--- src/rtl/usb_tx_packet_builder.sv ---
// USB TX packet builder: turns the controller's TX command into a byte stream
// for the bit serializer. The stream is SYNC, PID, payload and CRC16; handshake
// packets (ACK/NAK) stop after the PID.
module usb_tx_packet_builder #(
    parameter int MAX_BYTES = 64
) (
    input  logic       clk,
    input  logic       rst,
    input  logic [1:0] tx_packet,
    input  logic [6:0] tx_packet_data_size,
    input  logic       data_pid_sel,
    input  logic [7:0] buf_rd_data,
    output logic       buf_rd_en,
    output logic [7:0] byte_data,
    output logic       byte_valid,
    output logic       byte_last,
    input  logic       byte_ready,
    output logic       tx_busy,
    output logic       tx_done,
    output logic       tx_error
);

    localparam logic [1:0] CMD_IDLE = 2'b00;
    localparam logic [1:0] CMD_SEND = 2'b01;
    localparam logic [1:0] CMD_NAK  = 2'b10;
    localparam logic [1:0] CMD_ACK  = 2'b11;

    localparam logic [7:0] MAX_SIZE  = 8'(MAX_BYTES);
    localparam logic [7:0] SYNC_BYTE = 8'h80;
    localparam logic [7:0] PID_ACK   = 8'hD2;
    localparam logic [7:0] PID_NAK   = 8'h5A;
    localparam logic [7:0] PID_DATA0 = 8'hC3;
    localparam logic [7:0] PID_DATA1 = 8'h4B;

    typedef enum logic [2:0] {
        S_IDLE,
        S_SYNC,
        S_PID,
        S_DATA,
        S_CRC_LO,
        S_CRC_HI
    } state_t;

    state_t      state;
    state_t      state_next;
    logic [1:0]  prev_cmd;
    logic [1:0]  cmd_q;
    logic        pid_sel_q;
    logic [6:0]  size_q;
    logic [6:0]  count;
    logic [15:0] crc;
    logic        error_q;
    logic        start;
    logic        size_bad;
    logic        accept;
    logic        handshake;
    logic [7:0]  pid_byte;

    // USB CRC16, reflected polynomial 0xA001, data consumed LSB first
    function automatic logic [15:0] crc16_byte(input logic [15:0] crc_in, input logic [7:0] data);
        logic [15:0] c;
        c = crc_in;
        for (int i = 0; i < 8; i++) begin
            if (c[0] ^ data[i]) begin
                c = (c >> 1) ^ 16'hA001;
            end else begin
                c = c >> 1;
            end
        end
        return c;
    endfunction

    // A start is a new non-idle command level; holding a command does not retrigger
    assign start     = (tx_packet != CMD_IDLE) && (tx_packet != prev_cmd);
    assign size_bad  = (tx_packet == CMD_SEND) && ({1'b0, tx_packet_data_size} > MAX_SIZE);
    assign accept    = start && (state == S_IDLE) && !size_bad;
    assign handshake = byte_valid && byte_ready;

    // State register
    always_ff @(posedge clk) begin
        if (rst) begin
            state <= S_IDLE;
        end else begin
            state <= state_next;
        end
    end

    // Next-state logic: every non-idle state advances only on a handshake
    always_comb begin
        state_next = state;
        case (state)
            S_IDLE: begin
                if (accept) state_next = S_SYNC;
            end
            S_SYNC: begin
                if (handshake) state_next = S_PID;
            end
            S_PID: begin
                if (handshake) begin
                    if (cmd_q != CMD_SEND) begin
                        state_next = S_IDLE;
                    end else if (size_q == 7'd0) begin
                        state_next = S_CRC_LO;
                    end else begin
                        state_next = S_DATA;
                    end
                end
            end
            S_DATA: begin
                if (handshake && ((count + 7'd1) == size_q)) state_next = S_CRC_LO;
            end
            S_CRC_LO: begin
                if (handshake) state_next = S_CRC_HI;
            end
            S_CRC_HI: begin
                if (handshake) state_next = S_IDLE;
            end
            default: state_next = S_IDLE;
        endcase
    end

    // PID byte for the packet captured at start
    always_comb begin
        pid_byte = PID_DATA0;
        case (cmd_q)
            CMD_ACK:  pid_byte = PID_ACK;
            CMD_NAK:  pid_byte = PID_NAK;
            default:  pid_byte = pid_sel_q ? PID_DATA1 : PID_DATA0;
        endcase
    end

    // Output decode from the registered state
    always_comb begin
        byte_valid = 1'b0;
        byte_data  = 8'h00;
        byte_last  = 1'b0;
        buf_rd_en  = 1'b0;
        case (state)
            S_SYNC: begin
                byte_valid = 1'b1;
                byte_data  = SYNC_BYTE;
            end
            S_PID: begin
                byte_valid = 1'b1;
                byte_data  = pid_byte;
                byte_last  = (cmd_q != CMD_SEND);
            end
            S_DATA: begin
                byte_valid = 1'b1;
                byte_data  = buf_rd_data;
                buf_rd_en  = byte_ready;
            end
            S_CRC_LO: begin
                byte_valid = 1'b1;
                byte_data  = ~crc[7:0];
            end
            S_CRC_HI: begin
                byte_valid = 1'b1;
                byte_data  = ~crc[15:8];
                byte_last  = 1'b1;
            end
            default: ;
        endcase
        tx_busy  = (state != S_IDLE);
        tx_done  = byte_last && byte_ready;
        tx_error = error_q;
    end

    // Command edge tracking, packet parameters, payload count and running CRC
    always_ff @(posedge clk) begin
        if (rst) begin
            prev_cmd  <= CMD_IDLE;
            cmd_q     <= CMD_IDLE;
            pid_sel_q <= 1'b0;
            size_q    <= 7'd0;
            count     <= 7'd0;
            crc       <= 16'hFFFF;
            error_q   <= 1'b0;
        end else begin
            prev_cmd <= tx_packet;
            error_q  <= start && ((state != S_IDLE) || size_bad);
            if (accept) begin
                cmd_q     <= tx_packet;
                pid_sel_q <= data_pid_sel;
                size_q    <= tx_packet_data_size;
                count     <= 7'd0;
                crc       <= 16'hFFFF;
            end else if ((state == S_DATA) && handshake) begin
                count <= count + 7'd1;
                crc   <= crc16_byte(crc, buf_rd_data);
            end
        end
    end

endmodule
--- config.mk ---
export PLATFORM = sky130hd
export DESIGN_NAME = usb_tx_packet_builder
export DESIGN_NICKNAME = d
export VERILOG_FILES = /design/src/rtl/usb_tx_packet_builder.sv
export SDC_FILE = /design/constraint.sdc
export NUM_CORES = 1
export LEC_CHECK = 0
export ABC_AREA = 0
export BUFFER_PORTS_ARGS = -buffer_cell sky130_fd_sc_hd__buf_2
export CAP_MARGIN = 30
export CORE_MARGIN = 2
export CORE_UTILIZATION = 40
export DETAILED_ROUTE_END_ITERATION = 8
export SETUP_SLACK_MARGIN = 0.2
export SKIP_CTS_REPAIR_TIMING = 1
export SLEW_MARGIN = 20
export SYNTH_ARGS = -nofsm -noshare
export SYNTH_HDL_FRONTEND = slang
export SYNTH_SLANG_ARGS = --single-unit
--- constraint.sdc ---
create_clock -name clk -period 2.3 [get_ports clk]
set_clock_uncertainty 0.2 [all_clocks]
set_input_delay 0.345 -clock clk [delete_from_list [all_inputs] [get_ports clk]]
set_output_delay 0.345 -clock clk [all_outputs]
set_load 0.02 [all_outputs]
==> results of run 1 <==
==> sequential cells by signal (all words and copies together) (netlist names) <==
| signal | count |
|---|---|
| tx_error | 1 |
| state | 3 |
| prev_cmd | 2 |
| size_q | 7 |
| pid_sel_q | 1 |
| count | 7 |
| crc | 16 |
| cmd_q | 2 |
==> critical path, delay by kind of cell, from the launching register on <==
kind                   cells  cell delay [ns]
flip-flops                 1             0.37
buffers and inverters      2             0.31
AND/OR/NAND/NOR            1             0.30
AO/OA/AOI/OAI              1             0.28
==> final cells by class <==
cell class / instances / area [um2]
sequential: 39 / 803
inverter: 6 / 25.0
tap: 72 / 90.1
clock buffer: 6 / 82.6
fill: 528 / 2480
multi-input combinational: 210 / 1520
clock inverter: 1 / 5.00
timing repair buffer: 62 / 434
==> routing by layer <==
metal  track usage  part of all wire
met5             0                 0
met4        0.0526             0.013
met3        0.0402             0.038
met2         0.303              0.49
met1         0.224              0.46
==> cells in the mapped netlist, drive strengths merged, types with 4 or more instances <==
| library cell | n |
|---|---|
| a21oi | 11 |
| clkbuf | 12 |
| dfxtp | 39 |
| inv | 6 |
| mux2i | 16 |
| nand2 | 35 |
| nand2b | 4 |
| nand3 | 9 |
| nor2 | 34 |
| nor2b | 7 |
| nor3 | 6 |
| o211ai | 10 |
| o21ai | 13 |
| o22ai | 5 |
| or3 | 4 |
| xnor2 | 22 |
| xor2 | 10 |
==> through the flow <==
step	worst slack (ns)	setup TNS, ns
6_report	0.198	0
5_1_grt	0.154	0
4_1_cts	-0.00203	-0.00203
3_5_place_dp	0.00356	0
3_3_place_gp	-0.0660	-0.617
2_1_floorplan	0.278	0
==> power breakdown <==
group	internal, uW	total [uW]	switching [uW]
logic	582	1200	616
registers	746	834	87.9
clock network	235	468	233
==> worst min path at each step <==
stage	startpoint	slack, ns	to
2_1_floorplan	crc[11]	0.26	crc[3]
4_1_cts	data_pid_sel	0.08	pid_sel_q
3_3_place_gp	crc[13]	0.27	crc[5]
5_1_grt	tx_packet_data_size[3]	0.1	size_q[3]
6_report	data_pid_sel	0.08	pid_sel_q
3_5_place_dp	crc[13]	0.28	crc[5]
==> cell families (layout without fill, tap and decap cells) <==
kind of cell / Yosys count / in the layout / synth area share
multiplexers: 18 / 18 / 0.0823
flip-flops: 39 / 39 / 0.352
AND/OR/NAND/NOR: 110 / 110 / 0.231
XOR/XNOR: 34 / 34 / 0.161
adder cells (fa/ha/maj): 1 / 1 / 0.00564
buffers and inverters: 20 / 75 / 0.0355
AO/OA/AOI/OAI: 47 / 47 / 0.133
==> metrics.md, run 1 <==
| Metric | Value |
|---|---|
| Outcome | finished, final reports clean |
| Port Buffer Count | 34 |
| Longest Clk Path Bufs | 2 |
| Startpoint Class | flop |
| Hold Path Cell Cnt | 3 |
| Leak pwr | 0.00127 uW |
| Die X | 78.5 um |
| Slew headroom | 0.740 |
| Overall routing resource usage | 0.178 |
| Via density | 5.10 |
| Clock Latency Late Sink | 0.29 ns |
| Initial Utilization | 0.408 |
| Clk sinks | 39 |
| Clk pin slew, worst setup/hold paths | 0.07 ns |
| Die Area | 6160 um2 |
| Drt drc | 0 |
| Post-synth top flop | dfxtp_1 |
| Slew Viols, Final | 0 |
| CP Max Fanout | 6 |
| Distinct cells, synth | 42 |
| Most frequent cells in the layout | 34 x nand2_1, 33 x nor2_1, 30 x buf_2 |
| Cell Count, Final, Fillers Out | 396 |
| RSZ-0062 raised after global routing | yes |
| Remaining Overflow, GRT | 0 |
| R2R Path Start | crc[1] |
| Core Util, Final | 0.544 |
| Mapped Area | 2220 um2 |
| Cell Pwr Density | 845 nW/um2 |
| Clock root buffer | clkbuf_8 |
| Syn nets | 291 |
| Nets | 346 |
| Setup Crit Path Kind | flop to output port |
| Vias in the first global route | 1,892 |
| I/O pin cnt | 35 |
| Worst EP required | 1.75 ns |
| Initial antenna violation count | 0 |
| Placed insts | 381 |
| Final hold viol count | 0 |
| Setup violations, final | 0 |
| Worst-case reg-to-reg path depth | 7 |
| Worst r2r dst | crc[15] |
| Synth area leader | dfxtp_1 |
| Number of diodes | 0 |
| Yosys warnings | 0 |
| Final ANT Viol Nets | 0 |
| Crit path DAT | 1.56 ns |
| Critical Path End | byte_data[6] |
| Crit-path cells | buf_12, nand3b_1, o221ai_1, buf_4 |
| Ys async rst share | 0 |
| Detailed Place HPWL | 3.82 mm |
| Finished Cell Area | 2960 um2 |
| R2R setup slack | 0.28 ns |
| Detailed Route Iter0 Violations | 82 |
| Syn Inst Count | 269 |
| VDD IR max | 442 uV |
| Number of synthesized flops with an enable pin | 0 |
| CTS buffer count | 5 |
| Crit path largest cell delay | 0.37 ns |
| Hold slack final | 0.0813 ns |
| Minimum clock period | 2.10 ns |
| First-pass GRT wire length | 8.69 mm |
| Most common cell after layout, fill and taps aside | nand2_1 |
| Routability cong. | 0.786 |
| Routed vias | 2,021 |
| DRT Pass-1 Iters | 4 |
| Share of the yosys chip area belonging to registers | 0.352 |
| DP Area | 2580 um2 |
| Aggregate routed wire length | 5.39 mm |
| CP max-delay cell | dfxtp_4 |
| WL/cell | 13.6 um |
| CTS tree | yes |
| Area contributors post-synth | dfxtp_1 35%, xnor2_1 7.9%, mux2i_1 7.2% |
| Hold crit path type | input pin to flop |
| Actual slew at the worst max-slew pin | 0.390 ns |
| Die Y | 78.5 um |
| Htree depth | 2 |
| Layout cells sized above 1 | 0.355 |
| Power, Total | 2500 uW |
| Placeable Area | 5440 um2 |
| Synthesis-stage register bit count | 39 |
| Largest net degree at the start of global routing | 27 |
| Synth top area share | 0.352 |
| Synthesis-to-layout area growth | 33.4% |
| Row count | 27 |
| Setup crit start | state[1] |
| Max frequency | 476 MHz |
| Crit. End Element | output port |
| Final period util | 0.914 |
| Syn Area/Cell | 8.25 um2 |
| Max-Cap Viols | 0 |
Power figures use the tool's default switching activity.
==> inputs of run 2 (changes only) <==
--- a/config.mk
+++ b/config.mk
@@ -11,6 +11,7 @@
 export CORE_MARGIN = 2
 export CORE_UTILIZATION = 40
 export DETAILED_ROUTE_END_ITERATION = 8
+export PLACE_DENSITY = 0.7
 export SETUP_SLACK_MARGIN = 0.2
 export SKIP_CTS_REPAIR_TIMING = 1
 export SLEW_MARGIN = 20
==> metrics.md, run 2 (synthesized netlist as in run 1, its figures left out) <==
| Metric | Value |
|---|---|
| Outcome | finished, final reports clean |
| Crit-path cells | xnor2_2, xnor2_1, xnor3_2, xor2_2, xnor2_1, o211ai_2 |
| Largest Register | crc |
| Most frequent cells in the layout | 34 x nand2_1, 33 x nor2_1, 33 x dfxtp_1 |
| Detailed Place HPWL | 3.73 mm (-2.4%) |
| DRT Pass-1 Iters | 4 (unchanged) |
| Max-Cap Viols | 0 (unchanged) |
| HP Start | data_pid_sel |
| Placeable Area | 5440 um2 (unchanged) |
| CP Max Fanout | 3 (-3) |
| Detailed Route Iter0 Violations | 83 (+1.2%) |
| Slew headroom | 0.740 (about the same) |
| WL/cell | 13.4 um (-1.6%) |
| Remaining Overflow, GRT | 0 (unchanged) |
| Synthesis-to-layout area growth | 28.8% |
| Layout cells sized above 1 | 0.307 (-0.0484) |
| Initial antenna violation count | 0 (unchanged) |
| Crit path DAT | 2.01 ns (+0.45 ns) |
| Worst EP required | 2.26 ns (+0.51 ns) |
| VDD IR max | 479 uV (+8.5%) |
| I/O pin cnt | 35 (unchanged) |
| Die X | 78.5 um (unchanged) |
| Crit path largest cell delay | 0.50 ns (+0.13 ns) |
| Hold crit path type | input pin to flop |
| Longest Clk Path Bufs | 2 (unchanged) |
| CP max-delay cell | xnor3_2 |
| Max FFs per register | 16 (unchanged) |
| Max frequency | 487 MHz (+2.3%) |
| Setup Crit Path Kind | flop to flop |
| Nets | 344 (-0.58%) |
| Largest regs | crc x16, count x7, size_q x7 |
| Largest net degree at the start of global routing | 28 (+3.7%) |
| Final period util | 0.894 (-0.0204) |
| Overall routing resource usage | 0.169 (-0.00902) |
| Core Util, Final | 0.525 (-0.0189) |
| Htree depth | 2 (unchanged) |
| Startpoint Class | flop |
| Routed vias | 2,018 (-0.15%) |
| Crit. End Element | flop |
| CTS buffer count | 5 (unchanged) |
| Final hold viol count | 0 (unchanged) |
| Cell Pwr Density | 850 nW/um2 (+0.60%) |
| Most common cell after layout, fill and taps aside | nand2_1 |
| Setup violations, final | 0 (unchanged) |
| Vias in the first global route | 1,796 (-5.1%) |
| Hold slack final | 0.0911 ns (+0.00981 ns) |
| Setup crit start | crc[6] |
| Clk sinks | 39 (unchanged) |
| CP most frequent cell | xnor2_1 |
| Minimum clock period | 2.06 ns (-0.0469 ns) |
| R2R Path Start | crc[6] |
| TNS Setup | 0 ns (unchanged) |
| Row count | 27 (unchanged) |
| Final ANT Viol Nets | 0 (unchanged) |
| Via density | 5.11 (+0.10%) |
| Clock Latency Late Sink | 0.29 ns (about the same) |
| Port Buffer Count | 34 (unchanged) |
| Actual slew at the worst max-slew pin | 0.389 ns (-0.000958 ns) |
| First-pass GRT wire length | 8.27 mm (-4.9%) |
| Aggregate routed wire length | 5.29 mm (-1.9%) |
| Die Y | 78.5 um (unchanged) |
| Initial Utilization | 0.408 (unchanged) |
| Die Area | 6160 um2 (unchanged) |
| Routability cong. | 0.810 (+3.1%) |
| Slew Viols, Final | 0 (unchanged) |
| CTS tree | yes |
| Number of diodes | 0 (unchanged) |
| RSZ-0062 raised after global routing | yes |
| Drt drc | 0 (unchanged) |
| Clk pin slew, worst setup/hold paths | 0.08 ns (about the same) |
| Leak pwr | 0.00123 uW (-2.7%) |
| Clock root buffer | clkbuf_8 |
[run 2: cell count changes in the layout (fill, tap and decap cells not counted), moves of 2 or more]
| cell | change |
|---|---|
| dfxtp_1 | +6 |
| mux2i_1 | +2 |
| dfxtp_2 | -6 |
| mux2i_2 | -2 |
| buf_4 | -2 |
| clkbuf_1 | +2 |
| xnor2_4 | -2 |
[run 2: final cells by class]
type                    instances  area, um2
clock buffers                   7       76.3
clock inverters                 1       5.00
well taps                      72       90.1
inverters                       6       27.5
fillers                       495       2580
multi-input cells             210       1450
flip-flops and latches         39        796
repair buffers                 60        410
[run 2: layer usage]
| metal | wire [um] | track usage |
|---|---|---|
| met2 | 2410 | 0.274 |
| met3 | 281 | 0.0345 |
| met4 | 87 | 0.0526 |
| met5 | 0 | 0 |
| met1 | 2520 | 0.225 |
[run 2: where the power goes]
group          switching (uW)  internal [uW]
clock network             232            213
logic                     606            544
registers                85.7            747
total                     924           1500
[run 2: final timing paths]
check / endpoint / slack (ns) / depth (start not counted)
setup / recovery: crc[0] / 0.24 / 6
hold / removal: pid_sel_q / 0.09 / 3
setup reg to reg: crc[0] / 0.24 / 6
hold reg to reg: crc[2] / 0.29 / 2
[run 2: worst max-delay path: cells and delay by family (launching register included)]
family         cells  cell delay, ns
XOR/XNOR           5            1.29
AO/OA/AOI/OAI      1            0.09
flip-flops         1            0.35
[run 2: per-stage QoR]
stage	total power, uW	setup WS, ns	instances	cell area, um2
2_1_floorplan	1500	0.278	269	2220
3_3_place_gp	1770	-0.0549	376	2540
3_5_place_dp	1790	-0.00186	377	2550
4_1_cts	2230	-0.0105	385	2630
5_1_grt	2580	0.171	395	2860
6_report	2430	0.245	395	2860
==> inputs of run 3 (changes only) <==
--- a/config.mk
+++ b/config.mk
@@ -9,9 +9,9 @@
 export BUFFER_PORTS_ARGS = -buffer_cell sky130_fd_sc_hd__buf_2
 export CAP_MARGIN = 30
 export CORE_MARGIN = 2
-export CORE_UTILIZATION = 40
+export CORE_UTILIZATION = 56
 export DETAILED_ROUTE_END_ITERATION = 8
-export PLACE_DENSITY = 0.7
+export PLACE_DENSITY = 0.89
 export SETUP_SLACK_MARGIN = 0.2
 export SKIP_CTS_REPAIR_TIMING = 1
 export SLEW_MARGIN = 20
==> metrics.md, run 3 (synthesized netlist as in run 1, its figures left out) <==
| Metric | Value |
|---|---|
| Core Util, Final | 0.758 (+0.233) |
| Setup violations, final | 0 (unchanged) |
| Final ANT Viol Nets | 0 (unchanged) |
| Initial antenna violation count | 0 (unchanged) |
| Minimum clock period | 2.13 ns (+0.0729 ns) |
| Clk sinks | 39 (unchanged) |
| Die Area | 4480 um2 (-27%) |
| Pre-CTS setup slack | -0.160 ns (-0.158 ns) |
| Startpoint Class | flop |
| Htree depth | 2 (unchanged) |
| Overall routing resource usage | 0.248 (+0.0796) |
| Largest regs | crc x16, count x7, size_q x7 |
| Clock root buffer | clkbuf_8 |
| Final period util | 0.925 (+0.0317) |
| Slew Viols, Final | 0 (unchanged) |
| Row count | 22 (-19%) |
| Die Y | 66.9 um (-15%) |
| Routability cong. | 0.895 (+10%) |
| Power, Total | 2480 uW (+2.3%) |
| Routed vias | 2,121 (+5.1%) |
| VDD IR max | 680 uV (+42%) |
| DRT Pass-1 Iters | 4 (unchanged) |
| Clk pin slew, worst setup/hold paths | 0.08 ns (about the same) |
| Remaining Overflow, GRT | 0 (unchanged) |
| Worst setup margin | 0.172 ns (-0.0729 ns) |
| Most common cell after layout, fill and taps aside | nand2_1 |
| Setup Crit Path Kind | flop to flop |
| Finished Cell Area | 2840 um2 (-0.61%) |
| Nets | 340 (-1.2%) |
| Crit. End Element | flop |
| Outcome | finished, final reports clean |
| CTS tree | yes |
| Max-Cap Viols | 0 (unchanged) |
| DP Area | 2510 um2 (-1.5%) |
| WL/cell | 16.5 um (+23%) |
| Clock Latency Late Sink | 0.30 ns (about the same) |
| Cell Pwr Density | 875 nW/um2 (+2.9%) |
| Aggregate routed wire length | 6.07 mm (+15%) |
| Largest Register | crc |
| CP Max Fanout | 3 (unchanged) |
| Leak pwr | 0.00122 uW (-0.72%) |
| Most frequent cells in the layout | 34 x nand2_1, 33 x nor2_1, 33 x dfxtp_1 |
| Detailed Place HPWL | 3.74 mm (+0.29%) |
| Max frequency | 470 MHz (-3.4%) |
| Longest Clk Path Bufs | 2 (unchanged) |
| CTS buffer count | 5 (unchanged) |
| Final hold viol count | 0 (unchanged) |
| Hold crit path type | input pin to flop |
| Vias in the first global route | 1,926 (+7.2%) |
| Largest net degree at the start of global routing | 28 (unchanged) |
| Actual slew at the worst max-slew pin | 0.384 ns (-0.00494 ns) |
| Worst EP required | 2.27 ns (about the same) |
| I/O pin cnt | 35 (unchanged) |
| Crit path DAT | 2.10 ns (+0.09 ns) |
| Initial Utilization | 0.593 (+0.185) |
| Drt drc | 0 (unchanged) |
| Hold slack final | 0.0773 ns (-0.0138 ns) |
| Max FFs per register | 16 (unchanged) |
| First-pass GRT wire length | 8.31 mm (+0.58%) |
| Die X | 66.9 um (-15%) |
| Number of diodes | 0 (unchanged) |
| RSZ-0062 raised after global routing | yes |
| Slew headroom | 0.742 (+0.00173) |
| Synthesis-to-layout area growth | 28.0% |
| Port Buffer Count | 34 (unchanged) |
| Via density | 5.78 (+13%) |
| Detailed Route Iter0 Violations | 156 (+88%) |
| Placeable Area | 3740 um2 (-31%) |
| Layout cells sized above 1 | 0.326 (+0.0195) |
[run 3: cell types whose count changed in the layout (fill, tap and decap cells not counted), sizes merged]
cell and change:
clkbuf -1, buf -4, clkinvlp +1
[run 3: layout make-up]
class                      instances  area (um2)
multi-input combinational        210        1490
fill                             279         905
sequential                        39         798
timing repair buffer              56         378
clock buffer                       6        72.6
tap                               48        60.1
inverter                           6        25.0
clock inverter                     2        12.5
[run 3: path summary, 6_finish.rpt]
path                                    from   endpoint  slack (ns)  cells past startpoint
worst max-delay path                  crc[5]    crc[15]        0.17                      6
worst min-delay path            data_pid_sel  pid_sel_q        0.08                      3
worst max register to register        crc[5]    crc[15]        0.17                      6
worst min register to register       crc[10]     crc[2]        0.29                      2
[run 3: power breakdown]
| part | switching, uW | leakage (uW) | internal, uW | total [uW] |
|---|---|---|---|---|
| logic | 642 | 0.000860 | 553 | 1200 |
| clock network | 244 | 0.0000412 | 212 | 456 |
| registers | 84.3 | 0.000322 | 748 | 833 |
[run 3: worst max-delay path: stages (launching register included)]
cell,delay [ns]
dfxtp_1,0.36
xnor2_2,0.26
xnor2_2,0.16
xnor3_2,0.49
xor2_2,0.21
nor2_1,0.19
o21ai_0,0.14
[run 3: metrics by stage]
stage,TNS (ns),std cells
2_1_floorplan,0,269
3_3_place_gp,-0.00469,352
3_5_place_dp,-1.72,352
4_1_cts,-0.0511,360
5_1_grt,0,367
6_report,0,367
[run 3: per-layer routing]
| layer | routed length (um) | share of wire | global-route usage | up-vias |
|---|---|---|---|---|
| li1 | - | - | - | 1011 |
| met2 | 3220 | 0.53 | 0.431 | 73 |
| met5 | 0 | 0 | 0 | - |
| met4 | 137 | 0.023 | 0.0969 | 0 |
| met3 | 273 | 0.045 | 0.0642 | 14 |
| met1 | 2440 | 0.40 | 0.290 | 1023 |
